`src/rtl/jtag_reg_access.sv`:
```
// ============================================================================
// Module   : jtag_reg_access
// Brief    : Debug-side GPR read/write bridge that halts the core around each
//            register-file access. Optional: JTAG_REG_AUTOINC_EN adds an
//            auto-incrementing address pointer (cmd_autoinc_i).
// Revision : 1.0 - initial release
// ============================================================================
`default_nettype none

module jtag_reg_access #(
    parameter int unsigned HALT_TIMEOUT = 255
) (
    input  logic        clk,
    input  logic        rst,
    input  logic        cmd_valid_i,
    output logic        cmd_ready_o,
    input  logic        cmd_write_i,
    input  logic [4:0]  cmd_addr_i,
    input  logic [31:0] cmd_wdata_i,
`ifdef JTAG_REG_AUTOINC_EN
    input  logic        cmd_autoinc_i,
`endif
    output logic        rsp_valid_o,
    input  logic        rsp_ready_i,
    output logic [31:0] rsp_rdata_o,
    output logic        rsp_err_o,
    output logic        halt_req_o,
    input  logic        halt_ack_i,
    output logic        jtag_we_o,
    output logic [4:0]  jtag_addr_o,
    output logic [31:0] jtag_data_o,
    input  logic [31:0] jtag_data_i
);

    localparam logic [1:0] c_IDLE   = 2'd0;
    localparam logic [1:0] c_HALT   = 2'd1;
    localparam logic [1:0] c_ACCESS = 2'd2;
    localparam logic [1:0] c_RESP   = 2'd3;

    // Timeout fires at the end of the HALT_TIMEOUT-th unacknowledged cycle.
    localparam logic [7:0] c_TO_LAST = 8'(HALT_TIMEOUT - 1);

    logic [1:0]  r_state;
    logic [7:0]  r_cnt;
    logic        r_write;
    logic [4:0]  r_addr;
    logic [31:0] r_wdata;
    logic [31:0] r_rdata;
    logic        r_err;

    logic        w_ready;
    logic        w_accept;
    logic [4:0]  w_addr_sel;

    assign w_ready  = (r_state == c_IDLE) && !rst;
    assign w_accept = cmd_valid_i && w_ready;

`ifdef JTAG_REG_AUTOINC_EN
    logic [4:0] r_ptr;

    assign w_addr_sel = cmd_autoinc_i ? r_ptr : cmd_addr_i;

    // Pointer advances on every accepted command, whatever its outcome.
    always_ff @(posedge clk) begin
        if (rst) begin
            r_ptr <= 5'd0;
        end else if (w_accept) begin
            r_ptr <= w_addr_sel + 5'd1;
        end
    end
`else
    assign w_addr_sel = cmd_addr_i;
`endif

    always_ff @(posedge clk) begin
        if (rst) begin
            r_state <= c_IDLE;
            r_cnt   <= 8'd0;
            r_write <= 1'b0;
            r_addr  <= 5'd0;
            r_wdata <= 32'd0;
            r_rdata <= 32'd0;
            r_err   <= 1'b0;
        end else begin
            case (r_state)
                c_IDLE: begin
                    if (w_accept) begin
                        r_write <= cmd_write_i;
                        r_addr  <= w_addr_sel;
                        r_wdata <= cmd_wdata_i;
                        r_cnt   <= 8'd0;
                        r_err   <= 1'b0;
                        r_state <= c_HALT;
                    end
                end
                c_HALT: begin
                    if (halt_ack_i) begin
                        r_state <= c_ACCESS;
                    end else if (r_cnt == c_TO_LAST) begin
                        r_rdata <= 32'd0;
                        r_err   <= 1'b1;
                        r_state <= c_RESP;
                    end else begin
                        r_cnt <= r_cnt + 8'd1;
                    end
                end
                c_ACCESS: begin
                    r_rdata <= r_write ? 32'd0 : jtag_data_i;
                    r_err   <= 1'b0;
                    r_state <= c_RESP;
                end
                c_RESP: begin
                    if (rsp_ready_i) begin
                        r_state <= c_IDLE;
                    end
                end
                default: r_state <= c_IDLE;
            endcase
        end
    end

    assign cmd_ready_o = w_ready;
    assign halt_req_o  = (r_state != c_IDLE);
    assign rsp_valid_o = (r_state == c_RESP);
    assign rsp_rdata_o = r_rdata;
    assign rsp_err_o   = r_err;
    // x0 is hardwired; a reset arriving during ACCESS must suppress the write.
    assign jtag_we_o   = (r_state == c_ACCESS) && r_write && (r_addr != 5'd0) && !rst;
    assign jtag_addr_o = r_addr;
    assign jtag_data_o = r_wdata;

endmodule

`default_nettype wire

```
`config.mk`:
```
export PLATFORM = sky130hd
export DESIGN_NAME = jtag_reg_access
export DESIGN_NICKNAME = d
export VERILOG_FILES = /design/src/rtl/jtag_reg_access.sv
export SDC_FILE = /design/constraint.sdc
export NUM_CORES = 1
export LEC_CHECK = 0
export ABC_AREA = 1
export BUFFER_PORTS_ARGS = -buffer_cell sky130_fd_sc_hd__buf_2
export CAP_MARGIN = 25
export CELL_PAD_IN_SITES_DETAIL_PLACEMENT = 1
export CELL_PAD_IN_SITES_GLOBAL_PLACEMENT = 1
export CORE_AREA = 2 2 103 105
export CTS_BUF_LIST = sky130_fd_sc_hd__clkbuf_8
export DETAILED_ROUTE_END_ITERATION = 6
export DIE_AREA = 0 0 105 107
export GPL_TIMING_DRIVEN = 0
export PLACE_DENSITY_LB_ADDON = 0.25
export SYNTH_ARGS = -nofsm -noshare
export SYNTH_HDL_FRONTEND = slang
export SYNTH_SLANG_ARGS = --single-unit
```
`constraint.sdc`:
```
create_clock -name clk -period 4.52 [get_ports clk]
set_input_delay 0.678 -clock clk [delete_from_list [all_inputs] [get_ports clk]]
set_output_delay 0.678 -clock clk [all_outputs]
set_load 0.05 [all_outputs]
```
==> results.py, run 1 <==
metrics = {
    "global_route": {
        "grt_usage_pct": 19.1,
        "grt_pass1_wl_mm": 17.4,
        "grt_pass1_vias": 3778,
        "grt_remaining_overflow": 0,
        "antenna_found_initial": 0,
        "grt_max_degree": 14,
    },
    "worst_setup_path": {
        "reg2reg_from": "r_state[0]",
        "worstPathCellList": "buf_2 > clkbuf_1 > buf_1 > nor2_1 > buf_2",
        "slowest_stage": "clkbuf_1",
        "path_max_fanout": 10,
        "startpoint": "rst",
        "crit_required_ns": 3.84,
        "worst-path-buf-inv": 4,
        "cp_data_arrival_time_ns": 1.92,
        "worst-setup-path-type": "in2out",
        "cpMostUsedCell": "buf_2",
        "crit_family": "buffers and inverters",
        "critPathLaunchType": "input pin",
        "crit_path_end_kind": "output port",
        "worst_path_largest_cell_delay_ns": 0.41,
    },
    "clocking": {
        "numCtsBuffers": 9,
        "cts_tree": "done",
        "clockBufferDepth": 2,
        "post_cts_resized": 0,
        "clk_pin_slew_ns": 0.09,
        "htree_levels": 3,
        "root_buffer": "clkbuf_8",
        "clock_latency_ns": 0.36,
        "holdBufCountCts": 0,
        "cts_setup_buffers": 0,
        "cts_sinks": 81,
    },
    "cells_and_area": {
        "insertedDiodeCount": 0,
        "fin_cells": 835,
        "fin_nets": 776,
        "drive_above_1_share_pct": 26.3,
        "fillerInstances": 1418,
        "multi_input_area_sq_um": 1600,
        "regArea_sq_um": 1620,
        "area_growth_pct": 31.3,
    },
    "drt": {
        "drcViolationCount": 0,
        "firstDrtPassIters": 4,
        "drt-initial-drc-count": 154,
        "dr_total_vias": 3763,
        "post_drt_wl_per_cell_um": 12.5,
        "via_per_inst": 4.51,
        "drtAntennaViolNets": 0,
        "drt_wl_total_mm": 10.5,
    },
    "yosys": {
        "yosys.area.top_type": "dfxtp_1",
        "yosys_warnings": 0,
        "synthTopCellsByArea": "dfxtp_1, nand2_1, nand3_1",
        "synthCells": 535,
        "synth_nets": 617,
        "synth.distinct_cells": 26,
        "avgSynthCellArea_sq_um": 6.67,
        "yosysMostFrequentCell": "nand2_1",
        "async_flop_share_pct": 0,
        "synth_flop_cell": "dfxtp_1",
        "synth_top_cell_area_share_pct": 45.5,
        "synth_edf_count": 0,
        "ys_top_cells_by_count": "nand2_1, dfxtp_1, inv_1",
        "yosys_register_bits": 81,
        "netlist_area_sq_um": 3570,
        "yosysSeqAreaShare_pct": 45.5,
    },
    "die": {
        "die_area_sq_um": 11200,
        "die_height_um": 107,
        "core_sq_um": 10100,
        "die_x_um": 105,
        "design.portCount": 149,
        "rows": 37,
        "start_util_pct": 35.3,
    },
    "sta": {
        "report.final.hold_viol_count": 0,
        "setup_tns_ns": 0,
        "relSlewSlack_pct": 66.0,
        "rsz0062_at_grt": "false",
        "period_minus_slack_ns": 2.60,
        "timing.final.crit_share_pct": 57.5,
        "worst_pin_slew_ns": 0.511,
        "drv_slew": 0,
        "finalSetupViolCount": 0,
        "fin_worst_skew_ns": 0.0109,
        "fmaxAchievable_ghz": 0.385,
    },
    "outcome": {
        "status": "complete, no violations",
    },
    "job": {
        "maxCapViolations": 0,
    },
    "placement": {
        "dp.cells": 819,
        "routabilityCongestion": 0.799,
        "io_buffers": 148,
        "hpwl_mm": 8.02,
    },
    "worst_hold_path": {
        "hp-start": "jtag_data_o[6]",
        "hold_class": "reg2reg",
    },
    "pwr": {
        "p_leak_nw": 2.51,
        "p_per_area_nw_per_um2": 736,
        "irDropWorstVdd_uv": 261,
    },
}
logic make-up after synthesis:
kind of cell / share of synthesized area, %
compound gates: 3.37
fa+ha+maj: 2.46
buf+inv: 9.79
flops: 45.5
simple gates: 38.9
cell type report:
cell class | count | share of cell area [%]
Inverter | 59 | 4.73
Buffer | 25 | 2.73
Sequential cell | 81 | 34.6
Multi-Input combinational cell | 370 | 34.1
Clock inverter | 5 | 1.18
Clock buffer | 11 | 3.23
Timing Repair Buffer | 148 | 15.8
Tap cell | 136 | 3.63
registers in the layout (all words and copies together) (netlist names):
register	cells
jtag_addr_o	5
rsp_err_o	1
r_write	1
rsp_rdata_o	32
r_state	2
jtag_data_o	32
r_cnt	8
worst reg2reg max path: stages, from the launching register on:
cell      delay, ns
dfxtp_1        0.36
inv_1          0.13
ha_1           0.17
inv_1          0.09
nor2_1         0.33
clkbuf_1       0.40
nand2_1        0.12
nand2_1        0.10
nand2_1        0.06
nor2_1         0.07
routing by layer:
metal  part of all wire (%)  vias up  wire [um]  global-route usage (%)
li1                       -     1931          -                       -
met1                     44     1695       4630                    22.2
met2                     46      125       4820                    32.7
met3                    8.2       12        858                    5.96
met4                    1.6        0        170                    8.19
met5                      0        -          0                       0
report_power, final:
group,total (W),switching (W),internal (W)
Combinational,0.00187,0.00137,0.000498
Clock,0.000555,0.000271,0.000284
Sequential,0.00102,0.000109,0.000911
metrics by stage:
step           setup slack, ns  total power, W  hold WS (ns)  cell area, sq um  util (%)
6_report                  1.92         0.00345         0.464              4680      46.4
5_1_grt                   1.77         0.00372         0.493              4680      46.4
4_1_cts                   1.89         0.00349         0.469              4680      46.4
3_5_place_dp              1.89         0.00292         0.457              4480      44.4
3_3_place_gp              1.91         0.00285         0.449              4480      44.4
2_1_floorplan             2.10         0.00246         0.472              3570         -
final timing paths:
check                           slack (ns)  depth (start not counted)              end
worst min register to register        0.46                          2   jtag_data_o[6]
worst max-delay path                  1.92                          5      cmd_ready_o
worst min-delay path                  0.46                          2   jtag_data_o[6]
worst max register to register        2.64                          9  rsp_rdata_o[28]
placed cells by master, fill, tap and decap left out, types with 2 or more instances in the layout:
cell,instances
o21ai_0,7
nand3_1,48
o21bai_1,2
buf_1,2
clkbuf_8,11
ha_1,7
nand3_2,2
dfxtp_1,81
inv_2,2
nor2_1,54
buf_6,3
inv_1,57
a31oi_1,2
nand4_1,2
nand2_1,226
buf_2,154
clkbuf_1,13
nand2_2,4
a21oi_1,10
No activity file was read; power rests on OpenSTA's default activity.
==> run 2: changes to the inputs <==
--- a/config.mk
+++ b/config.mk
@@ -5,15 +5,15 @@
 export SDC_FILE = /design/constraint.sdc
 export NUM_CORES = 1
 export LEC_CHECK = 0
-export ABC_AREA = 1
+export ABC_AREA = 0
 export BUFFER_PORTS_ARGS = -buffer_cell sky130_fd_sc_hd__buf_2
 export CAP_MARGIN = 25
 export CELL_PAD_IN_SITES_DETAIL_PLACEMENT = 1
 export CELL_PAD_IN_SITES_GLOBAL_PLACEMENT = 1
-export CORE_AREA = 2 2 103 105
+export CORE_AREA = 2 2 108 110
 export CTS_BUF_LIST = sky130_fd_sc_hd__clkbuf_8
 export DETAILED_ROUTE_END_ITERATION = 6
-export DIE_AREA = 0 0 105 107
+export DIE_AREA = 0 0 110 112
 export GPL_TIMING_DRIVEN = 0
 export PLACE_DENSITY_LB_ADDON = 0.25
 export SYNTH_ARGS = -nofsm -noshare
==> constraint.sdc (replaced) <==
create_clock -name clk -period 2.1 [get_ports clk]
set_input_delay 0.315 -clock clk [delete_from_list [all_inputs] [get_ports clk]]
set_output_delay 0.315 -clock clk [all_outputs]
set_load 0.05 [all_outputs]
==> results.py, run 2 <==
metrics = {
    "pwr": {
        "p_per_area_nw_per_um2": 1060,
        "seqPwrFrac_pct": 38.1,
        "p_leak_nw": 1.98,
        "combinationalPowerShare_pct": 36.2,
        "p_switching_w": 0.00196,
        "intPower_w": 0.00286,
        "clock_power_share_pct": 25.7,
        "irDropWorstVdd_uv": 412,
        "swShare_pct": 40.7,
    },
    "yosys": {
        "yosysMostFrequentCell": "dfxtp_1",
        "synth_edf_count": 0,
        "yosys_warnings": 0,
        "synth_nets": 481,
        "async_flop_share_pct": 0,
        "ys_top_cells_by_count": "dfxtp_1, nand2b_1, o21ai_0",
        "avgSynthCellArea_sq_um": 8.49,
        "synth.distinct_cells": 37,
        "yosys_register_bits": 81,
        "synthCells": 399,
        "synth_top_cell_area_share_pct": 47.8,
        "yosysSeqAreaShare_pct": 47.8,
        "synth_flop_cell": "dfxtp_1",
        "synthTopCellsByArea": "dfxtp_1, nand2b_1, o21ai_0",
        "netlist_area_sq_um": 3390,
        "yosys.area.top_type": "dfxtp_1",
    },
    "worst_setup_path": {
        "reg2reg_setup_slack_ns": 0.13,
        "critPathLaunchType": "flop",
        "cp_data_arrival_time_ns": 2.25,
        "crit_required_ns": 2.38,
        "r2r-end": "r_cnt[3]",
        "worst-setup-path-type": "reg2reg",
        "reg2reg_depth": 7,
        "path_max_fanout": 10,
        "crit_path_end_kind": "flop",
        "reg2reg_from": "r_state[0]",
    },
    "drt": {
        "via_per_inst": 4.77,
        "drtAntennaViolNets": 0,
        "dr_total_vias": 3367,
        "drt-initial-drc-count": 92,
        "drcViolationCount": 0,
        "firstDrtPassIters": 4,
        "drt_wl_total_mm": 10.4,
        "post_drt_wl_per_cell_um": 14.7,
    },
    "placement": {
        "dp.cells": 690,
        "hpwl_mm": 7.78,
        "placed_cell_area_sq_um": 4310,
        "io_buffers": 148,
        "routabilityCongestion": 0.822,
    },
    "worst_hold_path": {
        "whs_path_depth": 3,
        "worstHoldEndpoint": "jtag_data_o[18]",
        "hp-start": "cmd_wdata_i[18]",
        "hold_class": "in2reg",
    },
    "sta": {
        "setup_tns_ns": 0,
        "rsz0062_at_grt": "false",
        "worst_pin_slew_ns": 0.617,
        "fmaxAchievable_ghz": 0.508,
        "drv_slew": 0,
        "finalSetupViolCount": 0,
        "timing.final.crit_share_pct": 93.7,
        "relSlewSlack_pct": 58.6,
        "period_minus_slack_ns": 1.97,
        "report.final.hold_viol_count": 0,
        "fin_worst_skew_ns": 0.00836,
    },
    "outcome": {
        "status": "complete, no violations",
    },
    "global_route": {
        "grt_remaining_overflow": 0,
        "antenna_found_initial": 0,
        "grt_usage_pct": 17.5,
        "grt_pass1_wl_mm": 17.0,
        "grt_max_degree": 14,
        "grt_pass1_vias": 3491,
    },
    "die": {
        "design.portCount": 149,
        "die_area_sq_um": 12300,
        "die_x_um": 110,
        "start_util_pct": 30.3,
        "rows": 39,
        "core_sq_um": 11200,
        "die_height_um": 112,
    },
    "clocking": {
        "root_buffer": "clkbuf_8",
        "clock_latency_ns": 0.35,
        "htree_levels": 3,
        "numCtsBuffers": 9,
        "holdBufCountCts": 0,
        "cts_tree": "done",
        "clk_pin_slew_ns": 0.08,
        "clockBufferDepth": 2,
        "cts_sinks": 81,
    },
    "job": {
        "maxCapViolations": 0,
    },
    "cells_and_area": {
        "fin_cells": 706,
        "layout_common_cells": "buf_2, dfxtp_1, nand2b_1, o21ai_0, nand2_1",
        "fin_nets": 641,
        "layout_commonest_cell": "buf_2",
        "insertedDiodeCount": 0,
        "area_growth_pct": 34.8,
        "final_area_sq_um": 4570,
        "drive_above_1_share_pct": 33.0,
    },
}
[run 2: cell types whose count changed after synthesis, sizes merged, moves of 7 or more]
cell	previous run	this run
nor2	56	6
clkbuf	13	24
nand3	50	38
buf	12	3
o21ai	7	73
nand2b	0	74
a21oi	10	3
nand2	230	43
inv	58	8
[run 2: stage by stage]
step                      util (%)  setup slack [ns]  hold slack, ns  total power (W)
after floorplan                  -            0.0734           0.424          0.00310
after global routing          40.9            0.0141           0.146          0.00511
after global placement        38.6            -0.120           0.452          0.00354
after detailed placement      38.6            -0.178           0.456          0.00358
final                         40.9             0.132           0.154          0.00482
after CTS                     40.8            0.0200           0.136          0.00487
[run 2: routing by layer]
metal / GRT usage [%] / up-vias / routed length, um / share of wire [%]
met1: 21.9 / 1588 / 4590 / 44
met4: 5.23 / 0 / 128 / 1.2
met5: 0 / - / 0 / 0
met3: 6.15 / 11 / 800 / 7.7
li1: - / 1671 / - / -
met2: 28.1 / 97 / 4890 / 47
[run 2: worst max path at each step]
stage	slack (ns)	endpoint	from
2_1_floorplan	0.07	cmd_ready_o	r_state[0]
4_1_cts	0.02	r_cnt[3]	r_state[1]
3_5_place_dp	-0.18	rsp_rdata_o[7]	r_state[1]
5_1_grt	0.01	r_cnt[3]	r_state[0]
6_report	0.13	r_cnt[3]	r_state[0]
3_3_place_gp	-0.12	jtag_addr_o[3]	r_state[0]
[run 2: final cells by class]
type,instances,area (sq um)
fillers,1402,6610
multi-input cells,283,1640
flip-flops and latches,81,1620
repair buffers,150,768
well taps,143,179
clock buffers,9,124
plain buffers,26,115
clock inverters,6,85.1
inverters,8,30.0
[run 2: power groups by stage]
stage          clock network [W]  registers, W  logic [W]
3_3_place_gp                   0       0.00186    0.00169
3_5_place_dp                   0       0.00187    0.00171
6_report                 0.00124       0.00184    0.00175
4_1_cts                  0.00128       0.00184    0.00176
5_1_grt                  0.00135       0.00186    0.00190
2_1_floorplan                  0       0.00239   0.000708
[run 2: worst max-delay path: stages, from the launching register on]
cell and delay (ns):
dfxtp_2 0.35, inv_1 0.12, ha_1 0.15, buf_2 0.19
nor2_2 0.07, a211o_4 0.36, or4_1 0.48, a21boi_1 0.17
[run 2: kinds of logic (layout without fill, tap and decap cells)]
kind of cell / Yosys count / after routing / synth area share [%]
buf+inv: 35 / 199 / 4.06
simple gates: 179 / 179 / 28.5
compound gates: 94 / 94 / 16.2
flops: 81 / 81 / 47.8
mux: 3 / 3 / 0.886
fa+ha+maj: 7 / 7 / 2.58
[run 2: what timing repair did]
| item | 4_1_cts | 5_1_grt |
|---|---|---|
| setup endpoints to repair | 68 | 77 |
| resized for setup | 7 | 8 |
| pin swaps | 1 | 0 |
| cloned | 0 | 0 |
| setup buffers | 2 | 0 |
